## config.mk

```make
export PLATFORM = sky130hd
export DESIGN_NAME = regfile_write_port_flat
export DESIGN_NICKNAME = d
export VERILOG_FILES = /design/src/rtl/regfile_write_port_if.sv /design/src/rtl/regfile_write_port.sv /design/src/flat_wrapper.sv
export SDC_FILE = /design/constraint.sdc
export NUM_CORES = 1
export LEC_CHECK = 0
export CAP_MARGIN = 20
export CORE_MARGIN = 1
export CORE_UTILIZATION = 65
export CTS_BUF_LIST = sky130_fd_sc_hd__clkbuf_16
export CTS_CLUSTER_SIZE = 30
export DETAILED_ROUTE_END_ITERATION = 16
export DONT_BUFFER_PORTS = 1
export PLACE_DENSITY = 0.81
export SYNTH_ARGS = -nofsm -noshare
export SYNTH_HDL_FRONTEND = slang
export SYNTH_SLANG_ARGS = --single-unit
```

## constraint.sdc

```tcl
create_clock -name clk -period 4.5 [get_ports clk]
set_input_delay 1.35 -clock clk [delete_from_list [all_inputs] [get_ports clk]]
set_output_delay 1.35 -clock clk [all_outputs]
set_load 0.02 [all_outputs]
```

## src/rtl/regfile_write_port_if.sv

```systemverilog
// rtl/regfile_write_port_if.sv - writeback, long-latency and register-file signals of the write port
interface regfile_write_port_if #(
  parameter int XLEN     = 32,
  parameter int LQ_DEPTH = 4
);
  localparam int CW = $clog2(LQ_DEPTH) + 1;

  logic            pipe_valid;
  logic [4:0]      pipe_rd;
  logic [XLEN-1:0] pipe_data;
  logic            ll_issue_valid;
  logic [4:0]      ll_issue_rd;
  logic            ll_resp_valid;
  logic            ll_resp_ready;
  logic [4:0]      ll_resp_rd;
  logic [XLEN-1:0] ll_resp_data;
  logic            rf_we;
  logic [4:0]      rf_rd;
  logic [XLEN-1:0] rf_wdata;
  logic [31:0]     busy_mask;
  logic            ll_bubble_req;
  logic [CW-1:0]   lq_count;

  modport master (
    output pipe_valid, pipe_rd, pipe_data, ll_issue_valid, ll_issue_rd,
           ll_resp_valid, ll_resp_rd, ll_resp_data,
    input  ll_resp_ready, rf_we, rf_rd, rf_wdata, busy_mask, ll_bubble_req, lq_count
  );

  modport slave (
    input  pipe_valid, pipe_rd, pipe_data, ll_issue_valid, ll_issue_rd,
           ll_resp_valid, ll_resp_rd, ll_resp_data,
    output ll_resp_ready, rf_we, rf_rd, rf_wdata, busy_mask, ll_bubble_req, lq_count
  );
endinterface

```

## src/rtl/regfile_write_port.sv

```systemverilog
// rtl/regfile_write_port.sv - register-file write arbiter with long-latency response queue and busy scoreboard
module regfile_write_port #(
  parameter int XLEN         = 32,
  parameter int LQ_DEPTH     = 4,
  parameter int STARVE_LIMIT = 4
) (
  input logic                clk,
  input logic                rst,
  regfile_write_port_if.slave bus
);
  localparam int PW = $clog2(LQ_DEPTH);
  localparam int CW = PW + 1;
  localparam int SW = $clog2(STARVE_LIMIT + 1);

  logic [4:0]      q_rd   [LQ_DEPTH];
  logic [XLEN-1:0] q_data [LQ_DEPTH];
  logic [PW-1:0]   head, tail;
  logic [CW-1:0]   count;
  logic [SW-1:0]   starve, starve_next;
  logic [31:0]     busy, busy_next;
  logic            we_q, bubble_q;
  logic [4:0]      rd_q;
  logic [XLEN-1:0] data_q;

  logic pipe_sel, pop, push, ready, head_writes;

  assign pipe_sel    = bus.pipe_valid && (bus.pipe_rd != 5'd0);
  assign ready       = (count != CW'(LQ_DEPTH));
  assign push        = bus.ll_resp_valid && ready;
  // Only entries already resident are eligible, so a fresh response waits one cycle.
  assign pop         = !pipe_sel && (count != '0);
  assign head_writes = pop && (q_rd[head] != 5'd0);

  always_comb begin
    busy_next = busy;
    if (pop)
      busy_next[q_rd[head]] = 1'b0;
    if (bus.ll_issue_valid && (bus.ll_issue_rd != 5'd0))
      busy_next[bus.ll_issue_rd] = 1'b1;
    busy_next[0] = 1'b0;
  end

  always_comb begin
    starve_next = '0;
    if (pipe_sel && (count != '0))
      starve_next = (starve == SW'(STARVE_LIMIT)) ? starve : starve + 1'b1;
  end

  always_ff @(posedge clk) begin
    if (push) begin
      q_rd[tail]   <= bus.ll_resp_rd;
      q_data[tail] <= bus.ll_resp_data;
    end
  end

  always_ff @(posedge clk) begin
    if (rst) begin
      head     <= '0;
      tail     <= '0;
      count    <= '0;
      busy     <= '0;
      starve   <= '0;
      bubble_q <= 1'b0;
      we_q     <= 1'b0;
      rd_q     <= '0;
      data_q   <= '0;
    end else begin
      if (push)
        tail <= tail + 1'b1;
      if (pop)
        head <= head + 1'b1;
      if (push && !pop)
        count <= count + 1'b1;
      else if (pop && !push)
        count <= count - 1'b1;
      busy     <= busy_next;
      starve   <= starve_next;
      bubble_q <= (starve_next >= SW'(STARVE_LIMIT));
      we_q     <= pipe_sel || head_writes;
      if (pipe_sel) begin
        rd_q   <= bus.pipe_rd;
        data_q <= bus.pipe_data;
      end else if (head_writes) begin
        rd_q   <= q_rd[head];
        data_q <= q_data[head];
      end
    end
  end

  assign bus.ll_resp_ready = ready;
  assign bus.rf_we         = we_q;
  assign bus.rf_rd         = rd_q;
  assign bus.rf_wdata      = data_q;
  assign bus.busy_mask     = busy;
  assign bus.ll_bubble_req = bubble_q;
  assign bus.lq_count      = count;
endmodule

```

## src/flat_wrapper.sv

```systemverilog
// flat-port wrapper written by rule: the top's interface ports become plain ports
module regfile_write_port_flat 
#(
  parameter int XLEN         = 32,
  parameter int LQ_DEPTH     = 4,
  parameter int STARVE_LIMIT = 4
)
  (clk, rst, bus_pipe_valid, bus_pipe_rd, bus_pipe_data, bus_ll_issue_valid, bus_ll_issue_rd, bus_ll_resp_valid, bus_ll_resp_rd, bus_ll_resp_data, bus_ll_resp_ready, bus_rf_we, bus_rf_rd, bus_rf_wdata, bus_busy_mask, bus_ll_bubble_req, bus_lq_count);
  regfile_write_port_if #(.XLEN(XLEN), .LQ_DEPTH(LQ_DEPTH)) bus_i ();
  input logic clk;
  input logic rst;
  input wire logic [$bits(bus_i.pipe_valid)-1:0] bus_pipe_valid;
  input wire logic [$bits(bus_i.pipe_rd)-1:0] bus_pipe_rd;
  input wire logic [$bits(bus_i.pipe_data)-1:0] bus_pipe_data;
  input wire logic [$bits(bus_i.ll_issue_valid)-1:0] bus_ll_issue_valid;
  input wire logic [$bits(bus_i.ll_issue_rd)-1:0] bus_ll_issue_rd;
  input wire logic [$bits(bus_i.ll_resp_valid)-1:0] bus_ll_resp_valid;
  input wire logic [$bits(bus_i.ll_resp_rd)-1:0] bus_ll_resp_rd;
  input wire logic [$bits(bus_i.ll_resp_data)-1:0] bus_ll_resp_data;
  output wire logic [$bits(bus_i.ll_resp_ready)-1:0] bus_ll_resp_ready;
  output wire logic [$bits(bus_i.rf_we)-1:0] bus_rf_we;
  output wire logic [$bits(bus_i.rf_rd)-1:0] bus_rf_rd;
  output wire logic [$bits(bus_i.rf_wdata)-1:0] bus_rf_wdata;
  output wire logic [$bits(bus_i.busy_mask)-1:0] bus_busy_mask;
  output wire logic [$bits(bus_i.ll_bubble_req)-1:0] bus_ll_bubble_req;
  output wire logic [$bits(bus_i.lq_count)-1:0] bus_lq_count;
  assign bus_i.pipe_valid = bus_pipe_valid;
  assign bus_i.pipe_rd = bus_pipe_rd;
  assign bus_i.pipe_data = bus_pipe_data;
  assign bus_i.ll_issue_valid = bus_ll_issue_valid;
  assign bus_i.ll_issue_rd = bus_ll_issue_rd;
  assign bus_i.ll_resp_valid = bus_ll_resp_valid;
  assign bus_i.ll_resp_rd = bus_ll_resp_rd;
  assign bus_i.ll_resp_data = bus_ll_resp_data;
  assign bus_ll_resp_ready = bus_i.ll_resp_ready;
  assign bus_rf_we = bus_i.rf_we;
  assign bus_rf_rd = bus_i.rf_rd;
  assign bus_rf_wdata = bus_i.rf_wdata;
  assign bus_busy_mask = bus_i.busy_mask;
  assign bus_ll_bubble_req = bus_i.ll_bubble_req;
  assign bus_lq_count = bus_i.lq_count;
  regfile_write_port #(.XLEN(XLEN), .LQ_DEPTH(LQ_DEPTH), .STARVE_LIMIT(STARVE_LIMIT)) u_core (.clk(clk), .rst(rst), .bus(bus_i));
endmodule
```

==> results.sh, run 1 <==
export IMPL_status="finished, final reports clean"
export IMPL_die_width_um=120
export IMPL_finalSetupViolations=0
export IMPL_power_density_nw_per_um2=599
export IMPL_ys_warn_count=0
export IMPL_postCtsSetupRepairBufs=0
export IMPL_nNetsFinal=718
export IMPL_grt_pass1_vias=5598
export IMPL_clockBufferDepth=3
export IMPL_finalPower_mw=5.92
export IMPL_max_freq_mhz=280
export IMPL_critPathLaunchType="flip-flop"
export IMPL_cp_end_kind="flip-flop"
export IMPL_yosysUniqueCellTypes=43
export IMPL_max_slew_margin_rel_pct=26.8
export IMPL_rows=42
export IMPL_syn_instance_count=631
export IMPL_die_area_um2=14400
export IMPL_clk_pin_slew_ns=0.06
export IMPL_antenna_cells=0
export IMPL_cts_sinks=229
export IMPL_finalCriticalPeriod_ns=3.57
export IMPL_core_area_um2=13400
export IMPL_slew_violations=0
export IMPL_skew_ns=0.00845
export IMPL_p_leak_nw=3.22
export IMPL_synth_seq_cells=229
export IMPL_drt_iter0_drc=533
export IMPL_maxCapViolCount=0
export IMPL_synth_area_um2=9060
export IMPL_seq_area_frac_synth_pct=66.9
export IMPL_fillers=813
export IMPL_timing_final_crit_share_pct=79.4
export IMPL_cp_arrival_ns=3.98
export IMPL_hp_class="flip-flop to flip-flop"
export IMPL_post_cts_resized=0
export IMPL_gp_congestion=0.880
export IMPL_path_buf_inv=2
export IMPL_slowest_stage="o21ai_4"
export IMPL_die_height_um=120
export IMPL_layout_commonest_cell="edfxtp_1"
export IMPL_root_buffer="clkbuf_16"
export IMPL_cp_max_fo=31
export IMPL_vias_per_cell=6.54
export IMPL_worstSkewPairLatency_ns=0.50
export IMPL_avgSynthCellArea_um2=14.4
export IMPL_cp_required_ns=4.91
export IMPL_cts_made_buffers=23
export IMPL_hold_viol=0
export IMPL_antenna_found_initial=0
export IMPL_wire_per_inst_um=23.6
export IMPL_dpl_hpwl_mm=11.9
export IMPL_numPortBuffers=0
export IMPL_drc=0
export IMPL_htree_levels=1
export IMPL_final_cell_mix="148 x edfxtp_1, 79 x dfxtp_1, 56 x o21ai_0, 51 x nor2_1, 39 x nand2_1"
export IMPL_grt_max_degree=83
export IMPL_crit_family="compound AO/OA/AOI/OAI gates"
export IMPL_drtPass1Iterations=5
export IMPL_vias=5355
export IMPL_finalSetupTns_ns=0
export IMPL_grt_pass1_wl_mm=29.9
export IMPL_cp_common_cell="buf_4"
export IMPL_io_pins=159
export IMPL_worst_slew_pin_slew_ns=1.09
export IMPL_grt_overflow=0
export IMPL_critPathMaxStageDelay_ns=0.85
export IMPL_grt_use_total_pct=27.5
export IMPL_antenna_left=0
export IMPL_cts_hold_buf=0
export IMPL_start_util_pct=67.6
export IMPL_synthesis_nets=723
export IMPL_area_delta_synth_final_pct=9.03
export IMPL_wl_mm=19.3
export IMPL_crit_path_cell_trace="buf_4 -> mux4_2 -> or2_2 -> o21ai_4 -> buf_4 -> nand2_1 -> a211oi_2"
export IMPL_rsz0062_at_grt="false"
export IMPL_cts_tree="done"
export IMPL_path_class="flip-flop to flip-flop"
export IMPL_layout_drive_gt1_share_pct=18.7
export IMPL_vdd_ir_drop_max_v=0.000553
-- logic make-up (layout without fill, tap and decap cells) --
kind of cell | after synthesis | in the layout | synth area share [%]
buffers and inverters | 45 | 57 | 2.29
AND/OR/NAND/NOR | 165 | 165 | 8.99
adder cells (fa/ha/maj) | 8 | 8 | 1.19
multiplexers | 39 | 39 | 9.41
flip-flops | 229 | 229 | 66.9
other | 1 | 1 | 0.0414
XOR/XNOR | 6 | 6 | 0.580
AO/OA/AOI/OAI | 138 | 138 | 10.6
-- where the power goes --
| part | internal [mW] | leakage [nW] | switching (mW) |
|---|---|---|---|
| Clock | 0.992 | 0.350 | 0.772 |
| Sequential | 2.51 | 2.02 | 0.277 |
| Combinational | 0.538 | 0.849 | 0.825 |
-- metrics by stage --
step / util (%) / std cells / hold slack [ns] / setup slack, ns / area [um^2]
floorplan: - / 631 / 0.485 / 1.04 / 9060
global placement: 68.5 / 777 / 0.506 / 0.955 / 9180
detailed placement: 68.5 / 777 / 0.527 / 0.947 / 9180
CTS: 73.7 / 819 / 0.559 / 0.910 / 9880
global route: 73.7 / 819 / 0.582 / 0.734 / 9880
finish: 73.7 / 819 / 0.556 / 0.928 / 9880
-- Yosys cell counts, drive strengths merged --
cell type | instances | share of area (%)
edfxtp | 148 | 49
dfxtp | 81 | 18
o21ai | 64 | 3.7
nor2 | 51 | 2.1
nand2 | 39 | 1.6
mux4 | 37 | 9.2
a21oi | 33 | 1.8
nor2b | 32 | 2.2
a211oi | 31 | 4.2
clkbuf | 24 | 0.99
buf | 14 | 1.0
ha | 7 | 0.97
inv | 7 | 0.29
nor3 | 7 | 0.39
a221oi | 5 | 0.48
nand3b | 5 | 0.41
or3 | 5 | 0.35
and3 | 4 | 0.28
nand3 | 4 | 0.22
nor4 | 4 | 0.28
xor2 | 4 | 0.39
nand2b | 3 | 0.21
or3b | 3 | 0.29
mux2i | 2 | 0.22
nand4 | 2 | 0.14
o21a | 2 | 0.17
or4 | 2 | 0.17
xnor2 | 2 | 0.19
a21o | 1 | 0.083
and2 | 1 | 0.069
conb | 1 | 0.041
fa | 1 | 0.22
nand4b | 1 | 0.097
nor4b | 1 | 0.097
o31a | 1 | 0.097
o32ai | 1 | 0.097
or2 | 1 | 0.069
-- worst paths after layout --
| kind | to | from | depth (start not counted) | slack, ns |
|---|---|---|---|---|
| min | u_core.head[0]$_SDFFE_PP0N_ | u_core.head[0]$_SDFFE_PP0N_ | 2 | 0.56 |
| max | u_core.bus.rf_wdata[20]$_SDFFE_PP0P_ | flip-flop | 7 | 0.93 |
| max reg2reg | u_core.bus.rf_wdata[20]$_SDFFE_PP0P_ | flip-flop | 7 | 0.93 |
| min reg2reg | u_core.head[0]$_SDFFE_PP0N_ | u_core.head[0]$_SDFFE_PP0N_ | 2 | 0.56 |
-- worst register-to-register path: stages, from the launching register on --
cell	delay, ns
dfxtp_2	0.69
buf_4	0.39
mux4_2	0.63
or2_2	0.36
o21ai_4	0.85
buf_4	0.26
nand2_1	0.06
a211oi_2	0.24
-- layer usage --
layer | global-route usage [%] | routed length (um) | up-vias
met5 | 0 | 0 | -
met4 | 10.7 | 723 | 0
met1 | 33.7 | 7150 | 2669
met3 | 7.37 | 1830 | 55
li1 | - | - | 2370
met2 | 46.4 | 9630 | 261
-- cell type report --
class / count / area, um^2 / share of cell area [%]
Clock buffer: 23 / 576 / 5.82
Clock inverter: 19 / 125 / 1.27
Inverter: 7 / 26.3 / 0.266
Multi-Input combinational cell: 357 / 2810 / 28.4
Sequential cell: 229 / 6070 / 61.4
Tap cell: 176 / 220 / 2.23
Timing Repair Buffer: 8 / 60.1 / 0.608
-- registers in the layout, summed over array words and instances, names as in the netlist, named ones only --
name and cells:
u_core.q_data 128, u_core.bus.rf_wdata 32, u_core.bus.busy_mask 31, u_core.q_rd 20, u_core.bus.rf_rd 5, u_core.bus.lq_count 3
u_core.head 2, u_core.starve 2, u_core.tail 2, u_core.bus.ll_bubble_req 1, u_core.bus.rf_we 1
(Power assumes the default switching activity.)
==> run 2: changes to the inputs <==
--- a/config.mk
+++ b/config.mk
@@ -7,12 +7,12 @@
 export LEC_CHECK = 0
 export CAP_MARGIN = 20
 export CORE_MARGIN = 1
-export CORE_UTILIZATION = 65
+export CORE_UTILIZATION = 57
 export CTS_BUF_LIST = sky130_fd_sc_hd__clkbuf_16
 export CTS_CLUSTER_SIZE = 30
 export DETAILED_ROUTE_END_ITERATION = 16
 export DONT_BUFFER_PORTS = 1
-export PLACE_DENSITY = 0.81
+export PLACE_DENSITY = 0.75
 export SYNTH_ARGS = -nofsm -noshare
 export SYNTH_HDL_FRONTEND = slang
 export SYNTH_SLANG_ARGS = --single-unit
==> constraint.sdc (replaced) <==
create_clock -name clk -period 2.97 [get_ports clk]
set_input_delay 0.891 -clock clk [delete_from_list [all_inputs] [get_ports clk]]
set_output_delay 0.891 -clock clk [all_outputs]
set_load 0.02 [all_outputs]
==> run 2 against run 1 <==
Clock power increased by 57%; sequential cell count unchanged; critical path depth decreased by 1; global-route usage decreased by 3.4 points; via count increased by 0.50%; combinational power increased by 59%; highest routed layer unchanged.
==> results.sh, run 2 (synthesized netlist as in run 1, its figures left out) <==
export IMPL_htree_levels=1
export IMPL_layout_drive_gt1_share_pct=20.2
export IMPL_layout_commonest_cell="edfxtp_1"
export IMPL_die_height_um=128
export IMPL_cts_hold_buf=0
export IMPL_die_area_um2=16400
export IMPL_largest_reg_flops=128
export IMPL_cts_sinks=229
export IMPL_antenna_found_initial=0
export IMPL_nNetsFinal=729
export IMPL_clkPwrFrac_pct=30.4
export IMPL_power_switching_mw=2.83
export IMPL_power_density_nw_per_um2=905
export IMPL_clockBufferDepth=3
export IMPL_max_freq_mhz=368
export IMPL_drtPass1Iterations=5
export IMPL_fin_util_pct=65.3
export IMPL_hold_viol=0
export IMPL_grt_pass1_vias=5623
export IMPL_grt_pass1_wl_mm=30.0
export IMPL_wl_mm=19.4
export IMPL_slew_violations=0
export IMPL_postCtsSetupRepairBufs=0
export IMPL_critPathMaxStageDelay_ns=0.65
export IMPL_max_slew_margin_rel_pct=50.6
export IMPL_path_buf_inv=1
export IMPL_critPathLaunchType="flip-flop"
export IMPL_io_pins=159
export IMPL_cts_tree="done"
export IMPL_cp_max_fo=31
export IMPL_area_delta_synth_final_pct=10.8
export IMPL_grt_max_degree=83
export IMPL_p_leak_nw=3.31
export IMPL_rows=45
export IMPL_finalSetupViolations=0
export IMPL_cp_required_ns=3.36
export IMPL_maxCapViolCount=0
export IMPL_wire_per_inst_um=22.4
export IMPL_cp_end_kind="flip-flop"
export IMPL_post_cts_resized=0
export IMPL_drt_iter0_drc=429
export IMPL_worstSkewPairLatency_ns=0.51
export IMPL_rsz0062_at_grt="false"
export IMPL_drc=0
export IMPL_start_util_pct=59.0
export IMPL_comb_power_share_pct=23.7
export IMPL_pre_cts_slack_ns=0.103
export IMPL_crit_path_cell_trace="mux4_2 -> or3_1 -> o21a_1 -> buf_4 -> a21oi_1 -> a211oi_2"
export IMPL_slowest_stage="mux4_2"
export IMPL_finish_instance_area_um2=10000
export IMPL_skew_ns=0.0107
export IMPL_worst_slew_pin_slew_ns=0.735
export IMPL_final_cell_mix="148 x edfxtp_1, 79 x dfxtp_1, 56 x o21ai_0, 51 x nor2_1, 39 x nand2_1"
export IMPL_finalCriticalPeriod_ns=2.71
export IMPL_antenna_left=0
export IMPL_vdd_ir_drop_max_v=0.000642
export IMPL_dpl_hpwl_mm=12.6
export IMPL_crit_family="multiplexers"
export IMPL_root_buffer="clkbuf_16"
export IMPL_fillers=1099
export IMPL_numPortBuffers=0
export IMPL_p_seq_share_pct=45.9
export IMPL_finalPower_mw=9.09
export IMPL_antenna_cells=0
export IMPL_path_class="flip-flop to flip-flop"
export IMPL_grt_use_total_pct=24.1
export IMPL_vias_per_cell=6.22
export IMPL_die_width_um=128
export IMPL_clk_pin_slew_ns=0.07
export IMPL_vias=5382
export IMPL_p_int_mw=6.26
export IMPL_gp_congestion=0.881
export IMPL_timing_final_crit_share_pct=91.4
export IMPL_status="finished, final reports clean"
export IMPL_swShare_pct=31.1
export IMPL_cts_made_buffers=23
export IMPL_fin_ws_ns=0.255
export IMPL_post_dp_cell_area_um2=9320
export IMPL_cp_arrival_ns=3.10
export IMPL_core_area_um2=15400
export IMPL_grt_overflow=0
export IMPL_hp_class="input pin to flip-flop"
export IMPL_largest_register="u_core.q_data"
export IMPL_finalSetupTns_ns=0
-- run 2: stage by stage --
step	hold slack (ns)	instances
after floorplan	0.485	631
after global placement	0.508	823
after detailed placement	0.524	823
after CTS	0.433	865
after global routing	0.430	865
final	0.458	865
-- run 2: area by class of cell --
type,count,area (um^2),area share (%)
flip-flops and latches,229,6070,60.4
multi-input cells,357,2810,28.0
clock buffers,23,576,5.73
well taps,211,264,2.63
repair buffers,19,155,1.54
clock inverters,19,146,1.46
inverters,7,26.3,0.262
-- run 2: worst paths after layout --
path / start / to / slack, ns / depth (start not counted)
max: flip-flop / u_core.bus.rf_wdata[27]$_SDFFE_PP0P_ / 0.26 / 6
min reg2reg: u_core.head[1]$_SDFFE_PP0N_ / u_core.head[1]$_SDFFE_PP0N_ / 0.55 / 2
max reg2reg: flip-flop / u_core.bus.rf_wdata[27]$_SDFFE_PP0P_ / 0.26 / 6
min: rst / flip-flop / 0.46 / 1
-- run 2: power by group through the flow --
stage | Clock, mW | Combinational, mW | Sequential, mW
2_1_floorplan | 0 | 1.71 | 4.15
3_3_place_gp | 0 | 2.11 | 4.21
3_5_place_dp | 0 | 2.17 | 4.24
4_1_cts | 2.81 | 2.18 | 4.17
5_1_grt | 2.95 | 2.35 | 4.21
6_report | 2.77 | 2.16 | 4.17
-- run 2: layer usage --
metal / routed length [um] / up-vias / GRT usage, %
li1: - / 2392 / -
met1: 7470 / 2694 / 28.3
met2: 9730 / 251 / 42.4
met3: 1720 / 45 / 6.84
met4: 437 / 0 / 8.24
met5: 0 / - / 0
